--- src/rtl/uart_tx_8n1_if.sv ---
// rtl/uart_tx_8n1_if.sv - request/status bundle between a byte source and the 8N1 transmitter
//
// Signals:
//   tx_dv      requester -> tx  transmit request, sampled only while idle
//   tx_byte    requester -> tx  byte to send, captured on the accepting edge
//   tx_active  tx -> requester  high while a frame (start..stop bit) is on the line
//   tx_serial  tx -> pin        serial line, idles high
//   tx_done    tx -> requester  one-cycle pulse when a frame completes
interface uart_tx_8n1_if;
    logic       tx_dv;
    logic [7:0] tx_byte;
    logic       tx_active;
    logic       tx_serial;
    logic       tx_done;

    modport master (
        output tx_dv,
        output tx_byte,
        input  tx_active,
        input  tx_serial,
        input  tx_done
    );

    modport slave (
        input  tx_dv,
        input  tx_byte,
        output tx_active,
        output tx_serial,
        output tx_done
    );
endinterface

--- src/rtl/uart_tx_8n1.sv ---
// rtl/uart_tx_8n1.sv - transmit-only 8N1 UART serializer with fixed clock divide
//
// Ports:
//   clk  system clock, all logic on its rising edge
//   rst  asynchronous active-high reset; line returns high immediately
//   tx   uart_tx_8n1_if.slave: tx_dv/tx_byte request in, tx_active/tx_serial/tx_done out
// Parameters:
//   CLKS_PER_BIT  system clocks per serial bit, 2..65535
module uart_tx_8n1 #(
    parameter int CLKS_PER_BIT = 868
) (
    input  logic          clk,
    input  logic          rst,
    uart_tx_8n1_if.slave  tx
);

    localparam int CNT_W = (CLKS_PER_BIT > 2) ? $clog2(CLKS_PER_BIT) : 1;
    localparam logic [CNT_W-1:0] CNT_LAST = CNT_W'(CLKS_PER_BIT - 1);

    typedef enum logic [2:0] {
        IDLE    = 3'd0,
        START   = 3'd1,
        DATA    = 3'd2,
        STOP    = 3'd3,
        CLEANUP = 3'd4
    } state_t;

    state_t           state, state_nxt;
    logic [CNT_W-1:0] cnt, cnt_nxt;
    logic [2:0]       idx, idx_nxt;
    logic [7:0]       data, data_nxt;
    logic             serial_q, active_q, done_q;
    logic             serial_nxt, active_nxt, done_nxt;
    logic             bit_end;

    assign bit_end = (cnt == CNT_LAST);

    // State register; outputs are registered from the next-state decode so
    // every output is a flop and lines up with the state it belongs to.
    always_ff @(posedge clk or posedge rst) begin
        if (rst) begin
            state    <= IDLE;
            cnt      <= '0;
            idx      <= '0;
            data     <= '0;
            serial_q <= 1'b1;
            active_q <= 1'b0;
            done_q   <= 1'b0;
        end else begin
            state    <= state_nxt;
            cnt      <= cnt_nxt;
            idx      <= idx_nxt;
            data     <= data_nxt;
            serial_q <= serial_nxt;
            active_q <= active_nxt;
            done_q   <= done_nxt;
        end
    end

    // Next-state decode. CLEANUP is the final cycle of a frame; a request on
    // its closing edge is taken as an idle acceptance so a held request gives
    // a frame period of 10*CLKS_PER_BIT+1 cycles.
    always_comb begin
        state_nxt = state;
        cnt_nxt   = cnt;
        idx_nxt   = idx;
        data_nxt  = data;
        case (state)
            IDLE, CLEANUP: begin
                state_nxt = IDLE;
                if (tx.tx_dv) begin
                    data_nxt  = tx.tx_byte;
                    cnt_nxt   = '0;
                    idx_nxt   = '0;
                    state_nxt = START;
                end
            end
            START: begin
                if (bit_end) begin
                    cnt_nxt   = '0;
                    idx_nxt   = '0;
                    state_nxt = DATA;
                end else begin
                    cnt_nxt = cnt + CNT_W'(1);
                end
            end
            DATA: begin
                if (bit_end) begin
                    cnt_nxt = '0;
                    if (idx == 3'd7) begin
                        state_nxt = STOP;
                    end else begin
                        idx_nxt = idx + 3'd1;
                    end
                end else begin
                    cnt_nxt = cnt + CNT_W'(1);
                end
            end
            STOP: begin
                if (bit_end) begin
                    cnt_nxt   = '0;
                    state_nxt = CLEANUP;
                end else begin
                    cnt_nxt = cnt + CNT_W'(1);
                end
            end
            default: begin
                state_nxt = IDLE;
                cnt_nxt   = '0;
                idx_nxt   = '0;
            end
        endcase
    end

    // Output decode from the state being entered.
    always_comb begin
        serial_nxt = 1'b1;
        active_nxt = 1'b0;
        done_nxt   = 1'b0;
        case (state_nxt)
            START: begin
                serial_nxt = 1'b0;
                active_nxt = 1'b1;
            end
            DATA: begin
                serial_nxt = data_nxt[idx_nxt];
                active_nxt = 1'b1;
            end
            STOP: begin
                active_nxt = 1'b1;
            end
            CLEANUP: begin
                done_nxt = 1'b1;
            end
            default: begin
                serial_nxt = 1'b1;
            end
        endcase
    end

    assign tx.tx_serial = serial_q;
    assign tx.tx_active = active_q;
    assign tx.tx_done   = done_q;

endmodule

--- src/flat_wrapper.sv ---
// flat-port wrapper written by rule: the top's interface ports become plain ports
module uart_tx_8n1_flat 
#(
    parameter int CLKS_PER_BIT = 868
)
  (clk, rst, tx_tx_dv, tx_tx_byte, tx_tx_active, tx_tx_serial, tx_tx_done);
  uart_tx_8n1_if tx_i ();
  input  logic clk;
  input  logic rst;
  input wire logic [$bits(tx_i.tx_dv)-1:0] tx_tx_dv;
  input wire logic [$bits(tx_i.tx_byte)-1:0] tx_tx_byte;
  output wire logic [$bits(tx_i.tx_active)-1:0] tx_tx_active;
  output wire logic [$bits(tx_i.tx_serial)-1:0] tx_tx_serial;
  output wire logic [$bits(tx_i.tx_done)-1:0] tx_tx_done;
  assign tx_i.tx_dv = tx_tx_dv;
  assign tx_i.tx_byte = tx_tx_byte;
  assign tx_tx_active = tx_i.tx_active;
  assign tx_tx_serial = tx_i.tx_serial;
  assign tx_tx_done = tx_i.tx_done;
  uart_tx_8n1 #(.CLKS_PER_BIT(CLKS_PER_BIT)) u_core (.clk(clk), .rst(rst), .tx(tx_i));
endmodule
--- config.mk ---
export PLATFORM = sky130hd
export DESIGN_NAME = uart_tx_8n1_flat
export DESIGN_NICKNAME = d
export VERILOG_FILES = /design/src/rtl/uart_tx_8n1_if.sv /design/src/rtl/uart_tx_8n1.sv /design/src/flat_wrapper.sv
export SDC_FILE = /design/constraint.sdc
export NUM_CORES = 1
export LEC_CHECK = 0
export ABC_AREA = 1
export CAP_MARGIN = 20
export CELL_PAD_IN_SITES_DETAIL_PLACEMENT = 1
export CELL_PAD_IN_SITES_GLOBAL_PLACEMENT = 1
export CORE_ASPECT_RATIO = 1.1
export CORE_MARGIN = 8
export CORE_UTILIZATION = 45
export DETAILED_ROUTE_END_ITERATION = 6
export PLACE_DENSITY_LB_ADDON = 0.1
export SLEW_MARGIN = 0
export SYNTH_ARGS = -nofsm -noshare
export SYNTH_HDL_FRONTEND = slang
export SYNTH_SLANG_ARGS = --single-unit
--- constraint.sdc ---
create_clock -name clk -period 4.8 [get_ports clk]
set_input_delay 1.44 -clock clk [delete_from_list [all_inputs] [get_ports clk]]
set_output_delay 1.44 -clock clk [all_outputs]
set_load 0.03 [all_outputs]
Word level (Yosys, flattened, before mapping)
Cells that the tools add are included.
{"block": "op_classes", "muxes": 21, "n_reduce_logical": 4, "eq_ne": 11, "add_sub_neg": 2, "order_cmp": 1}
{"cell": "two-way mux 3 bit", "n": 8}
{"cell": "case mux 3 bit (4 select lines)", "n": 2}
{"cell": "two-way mux 10 bit", "n": 2}
{"cell": "case mux 10 bit (2 select lines)", "n": 1}
{"cell": "two-way mux 8 bit", "n": 2}
{"cell": "equality test 3 x 2 -> 1 bit, second input constant", "n": 4}
{"cell": "adder 10 x 1 -> 10 bit, second input constant", "n": 1}
{"cell": "equality test 10 bit, second input constant", "n": 1}
{"cell": "equality test 3 bit, second input constant", "n": 3}
{"cell": "equality test 3 x 1 -> 1 bit, second input constant", "n": 2}
{"cell": "OR reduction 3 bit", "n": 2}
{"cell": "less-than comparator 3 x 4 -> 1 bit, second input constant", "n": 1}
{"cell": "two-way mux 1 bit", "n": 4}
{"cell": "adder 3 x 1 -> 3 bit, second input constant", "n": 1}
{"cell": "binary-select mux 1 bit (select 3 bit)", "n": 1}
{"cell": "logical NOT 3 bit", "n": 1}
{"cell": "!= test 2 bit, second input constant", "n": 1}
{"cell": "case mux 1 bit (2 select lines)", "n": 1}
{"cell": "OR reduction 2 bit", "n": 1}
{"block": "totals", "inputBits": 11, "regBits": 27}

Logic depth before layout (Yosys ltp)
{"block": "logic_depth", "ltp_word": 7, "ltp_mapped": 13, "ltp_nobuf": 13}

Worst setup path before layout
Ideal clock, no wire load.
{"block": "synth_timing", "path_type": "input to register", "startpoint": "input port tx_tx_dv", "endpoint": "register u_core.serial_q, in the netlist u_core.tx.tx_serial", "setup_ns": 0.074, "t_arrival_ns": 2.220, "t_required_ns": 4.726, "cell_stages": 12, "path_slack_ns": 2.505, "path_cell_list": "inv_1 -> nand2_4 -> nand2_2 -> inv_2 -> nand2_4 -> nand2_4 -> nand2_4 -> nand2_1 -> nand3_1 -> nand3_2 -> nand3_2 -> nand2_2"}
{"block": "synth_via", "elab_chain_len": 5, "word_cells_on_any_way": 11, "cone_classes": "eq/ne (2); mux (9)"}
{"item": "start: declaration", "line": "flat_wrapper.sv:10", "source": "input wire logic [$bits(tx_i.tx_dv)-1:0] tx_tx_dv;"}
{"item": "two-way mux 3 bit", "line": "uart_tx_8n1.sv:71", "source": "if (tx.tx_dv) begin"}
{"item": "case mux 3 bit (4 select lines)", "line": "uart_tx_8n1.sv:68", "source": "case (state)"}
{"item": "net u_core.idx_nxt[0]", "line": "uart_tx_8n1.sv:30", "source": "logic [2:0] idx, idx_nxt;"}
{"item": "binary-select mux 1 bit (select 3 bit)", "line": "uart_tx_8n1.sv:126", "source": "serial_nxt = data_nxt[idx_nxt];"}
{"item": "two-way mux 1 bit (not written as such)", "line": "uart_tx_8n1.sv:126"}
{"item": "case mux 1 bit (2 select lines)", "line": "uart_tx_8n1.sv:120", "source": "case (state_nxt)"}
{"item": "net u_core.serial_nxt", "line": "uart_tx_8n1.sv:33", "source": "logic serial_nxt, active_nxt, done_nxt;"}
{"item": "end signal: assignment", "line": "uart_tx_8n1.sv:54", "source": "serial_q <= serial_nxt;"}
{"item": "end: declaration", "line": "uart_tx_8n1.sv:32", "source": "logic serial_q, active_q, done_q;"}
The timed path passes the listed nets, and every way through them passes these cells. The select of a mux whose other input is x is not followed.
A chain may end at the register's enable or synchronous reset.

Worst setup path in the final report
{"block": "layout_timing", "startpoint": "register u_core.serial_q, in the netlist u_core.tx.tx_serial", "endpoint": "output port tx_tx_serial"}
{"item": "end: declaration", "line": "flat_wrapper.sv:13", "source": "output wire logic [$bits(tx_i.tx_serial)-1:0] tx_tx_serial;"}
No word-level cell between the ends.

==> qor.json <==
{
  "row_count": {"value": 23},
  "synthDistinctLibCells": {"value": 30},
  "r2r_end": {"value": "u_core.tx.tx_serial"},
  "criticalPathCategory": {"value": "reg -> out"},
  "holdWs": {"value": 572, "unit": "ps"},
  "count_of_boundary_i_o_pins": {"value": 14},
  "min_path_type": {"value": "reg -> reg"},
  "place_congestion": {"value": 0.788},
  "path_buf_inv": {"value": 1},
  "slew_headroom": {"value": 76.0, "unit": "%"},
  "timing.critical_path.from": {"value": "u_core.tx.tx_serial"},
  "grt_pass1_vias": {"value": 1547},
  "vdd_drop_max": {"value": 0.134, "unit": "mV"},
  "biggest_cell_delay_along_the_critical_path": {"value": 670, "unit": "ps"},
  "cts_buffers": {"value": 3},
  "layout.cells.most_common_list": {"value": "sky130_fd_sc_hd__nand2_1, sky130_fd_sc_hd__inv_1, sky130_fd_sc_hd__dfrtp_1, sky130_fd_sc_hd__nand3_1, sky130_fd_sc_hd__clkdlybuf4s50_1"},
  "layout_setup_ws": {"value": 1870, "unit": "ps"},
  "logic_depth_of_the_worst_register_to_register_path": {"value": 13},
  "min-delay-start": {"value": "u_core.cnt[9]"},
  "maxCapViolations": {"value": 0},
  "synth_sequential_area_ratio": {"value": 41.1, "unit": "%"},
  "cts-root-to-sink-buffers": {"value": 2},
  "layout_commonest_cell": {"value": "sky130_fd_sc_hd__nand2_1"},
  "hold_path_end": {"value": "u_core.cnt[9]"},
  "worst_r2r_startpoint": {"value": "u_core.cnt[0]"},
  "worst-endpoint-required": {"value": 3360, "unit": "ps"},
  "syn_area": {"value": 1650, "unit": "µm²"},
  "rsz0062_at_grt": {"value": "no"},
  "cts_htree_levels": {"value": 1},
  "power_density": {"value": 200, "unit": "nW/µm²"},
  "grt.total_usage": {"value": 14.5, "unit": "%"},
  "cp_cell_sequence": {"value": "clkdlybuf4s50_1"},
  "die_area": {"value": 5860, "unit": "µm²"},
  "ctsRootBufferMaster": {"value": "sky130_fd_sc_hd__clkbuf_8"},
  "post_layout_nonfiller_instances": {"value": 275},
  "hold_critical_path_depth": {"value": 2},
  "ys.warnings.count": {"value": 0},
  "timing.final.crit_period": {"value": 2930, "unit": "ps"},
  "die-height": {"value": 79.5, "unit": "µm"},
  "synth.ff_latch_count": {"value": 27},
  "grt_start_max_net_pins": {"value": 28},
  "finalClockSkew": {"value": 11.6, "unit": "ps"},
  "startpoint_type": {"value": "flop"},
  "critical_path.max_fanout": {"value": 1},
  "die-width": {"value": 73.7, "unit": "µm"},
  "core-area": {"value": 3570, "unit": "µm²"},
  "hold_viol_final": {"value": 0},
  "dr.pass1.iters": {"value": 4},
  "placed_cells": {"value": 270},
  "cell_count_after_synthesis": {"value": 209},
  "pre_cts_slack": {"value": 1800, "unit": "ps"},
  "routed_wirelength": {"value": 3870, "unit": "µm"},
  "grt-ovfl-total": {"value": 0},
  "timing.critical_path.arrival": {"value": 1490, "unit": "ps"},
  "initialDrtViolationCount": {"value": 40},
  "nNetsFinal": {"value": 239},
  "grt_first_pass_wirelength": {"value": 6690, "unit": "µm"},
  "initial_core_util": {"value": 46.2, "unit": "%"},
  "worst-r2r-setup-slack": {"value": 2780, "unit": "ps"},
  "max_slew.worst_pin.slew": {"value": 357, "unit": "ps"},
  "detailedPlacementHpwl": {"value": 3100, "unit": "µm"},
  "min_period_over_period": {"value": 61.0, "unit": "%"},
  "drt-wirelength-per-cell": {"value": 14.1, "unit": "µm"},
  "resized_gates_after_cts": {"value": 0},
  "worst_skew_pair.late_latency": {"value": 280, "unit": "ps"},
  "max_freq": {"value": 0.342, "unit": "GHz"},
  "critical-path-slowest-cell": {"value": "sky130_fd_sc_hd__clkdlybuf4s50_1"},
  "numPortBuffers": {"value": 13},
  "mappedNetlistNets": {"value": 222},
  "detail_route.drc_violations": {"value": 0},
  "cp_top_family": {"value": "buffers and inverters"},
  "cts_sinks": {"value": 27},
  "setup-violations-final": {"value": 0},
  "n_fill_cell": {"value": 460},
  "static-leakage-power": {"value": 0.898, "unit": "nW"},
  "route.vias.total": {"value": 1405},
  "antenna_cells": {"value": 0},
  "slew_violations": {"value": 0},
  "viasPerCell": {"value": 5.11},
  "postRouteAntennaNets": {"value": 0},
  "cts_hold_repair.buffers": {"value": 0},
  "final.setup.tns": {"value": 0, "unit": "ps"},
  "critical_path.endpoint_type": {"value": "primary output"},
  "worst_setup_hold_path_clk_slew": {"value": 100, "unit": "ps"},
  "synth.avg_cell_area": {"value": 7.88, "unit": "µm²"},
  "final_layout_size_suffix_gt1_share": {"value": 19.6, "unit": "%"},
  "syn2layout_area_growth": {"value": 15.2, "unit": "%"},
  "postCtsSetupRepairBufs": {"value": 0},
  "run_status": {"value": "completed"},
  "fin_total_pwr": {"value": 380, "unit": "µW"},
  "cts_tree": {"value": "built"},
  "grt_antenna_before_repair": {"value": 0}
}
==> Yosys cell counts <==
cell / instances / area (µm²)
sky130_fd_sc_hd__nand2_4: 5 / 56.3
sky130_fd_sc_hd__nand3_1: 18 / 90.1
sky130_fd_sc_hd__dfstp_2: 1 / 26.3
sky130_fd_sc_hd__o21ai_1: 4 / 20.0
sky130_fd_sc_hd__dfrtp_1: 26 / 651
sky130_fd_sc_hd__nand2_1: 43 / 161
sky130_fd_sc_hd__buf_4: 1 / 7.51
sky130_fd_sc_hd__o21ai_2: 1 / 8.76
sky130_fd_sc_hd__a21oi_1: 8 / 40.0
sky130_fd_sc_hd__nor3_1: 2 / 10.0
sky130_fd_sc_hd__nand3b_1: 1 / 7.51
sky130_fd_sc_hd__o31ai_1: 1 / 7.51
sky130_fd_sc_hd__nand3_2: 7 / 70.1
sky130_fd_sc_hd__nand4_1: 3 / 18.8
sky130_fd_sc_hd__a2bb2oi_1: 1 / 8.76
sky130_fd_sc_hd__o22ai_2: 1 / 12.5
sky130_fd_sc_hd__o21ai_0: 12 / 60.1
sky130_fd_sc_hd__a21boi_0: 1 / 7.51
sky130_fd_sc_hd__clkinv_1: 1 / 3.75
sky130_fd_sc_hd__nand2_2: 8 / 50.1
sky130_fd_sc_hd__buf_6: 1 / 11.3
sky130_fd_sc_hd__nand3b_4: 1 / 20.0
sky130_fd_sc_hd__nor2_2: 4 / 25.0
sky130_fd_sc_hd__inv_1: 32 / 120
sky130_fd_sc_hd__inv_2: 7 / 26.3
sky130_fd_sc_hd__nor2_4: 4 / 45.0
sky130_fd_sc_hd__ha_1: 2 / 25.0
sky130_fd_sc_hd__a32o_1: 1 / 10.0
sky130_fd_sc_hd__nor2_1: 11 / 41.3
sky130_fd_sc_hd__o22ai_1: 1 / 6.26
==> worst max-delay path by stage <==
stage	endpoint	slack (ps)	cells past startpoint
floorplan	u_core.tx.tx_serial	2510	12
global placement	u_core.tx.tx_serial	1820	13
detailed placement	u_core.tx.tx_serial	1800	13
CTS	tx_tx_serial	1850	1
global route	tx_tx_serial	1830	1
finish	tx_tx_serial	1870	1
==> state kept, by name, indices dropped and copies added, names as in the netlist <==
| signal | flops |
|---|---|
| u_core.tx.tx_serial | 1 |
| u_core.tx.tx_active | 1 |
| u_core.cnt | 10 |
| u_core.state | 3 |
| u_core.tx.tx_done | 1 |
| u_core.idx | 3 |
| u_core.data | 8 |
==> report_power, final <==
group          total, mW  internal [mW]  switching (mW)  leakage (nW)
Sequential         0.227          0.227               0         0.285
Combinational     0.0163        0.00943         0.00684         0.591
Clock              0.136         0.0591          0.0771        0.0217
==> per-stage QoR <==
| step | util, % | instance area (µm²) |
|---|---|---|
| 3_3_place_gp | 51.1 | 1820 |
| 6_report | 53.2 | 1900 |
| 5_1_grt | 53.2 | 1900 |
| 4_1_cts | 52.4 | 1870 |
| 3_5_place_dp | 51.1 | 1820 |
| 2_1_floorplan | - | 1650 |
==> kinds of logic after synthesis <==
kind of cell | after synthesis | synth area share (%)
fa+ha+maj | 2 | 1.52
flops | 27 | 41.1
simple gates | 107 | 36.1
buf+inv | 42 | 10.3
compound gates | 31 | 11.0
==> final cells by class <==
type                            instances  area [µm²]  area share, %
Clock buffer                            3        41.3           2.18
Inverter                               40         150           7.91
Clock inverter                          1        7.51          0.396
Timing Repair Buffer                   14         158           8.31
Multi-Input combinational cell        140         802           42.3
Sequential cell                        27         677           35.7
Tap cell                               50        62.6           3.30
==> metal layers <==
| metal | global-route usage, % | up-vias | routed length (µm) |
|---|---|---|---|
| li1 | - | 697 | - |
| met1 | 15.3 | 689 | 1580 |
| met2 | 27.7 | 14 | 2180 |
| met3 | 1.88 | 5 | 56 |
| met4 | 5.60 | 0 | 49 |
| met5 | 0 | - | 0 |
Note: power is estimated with default switching activity, not from simulation.
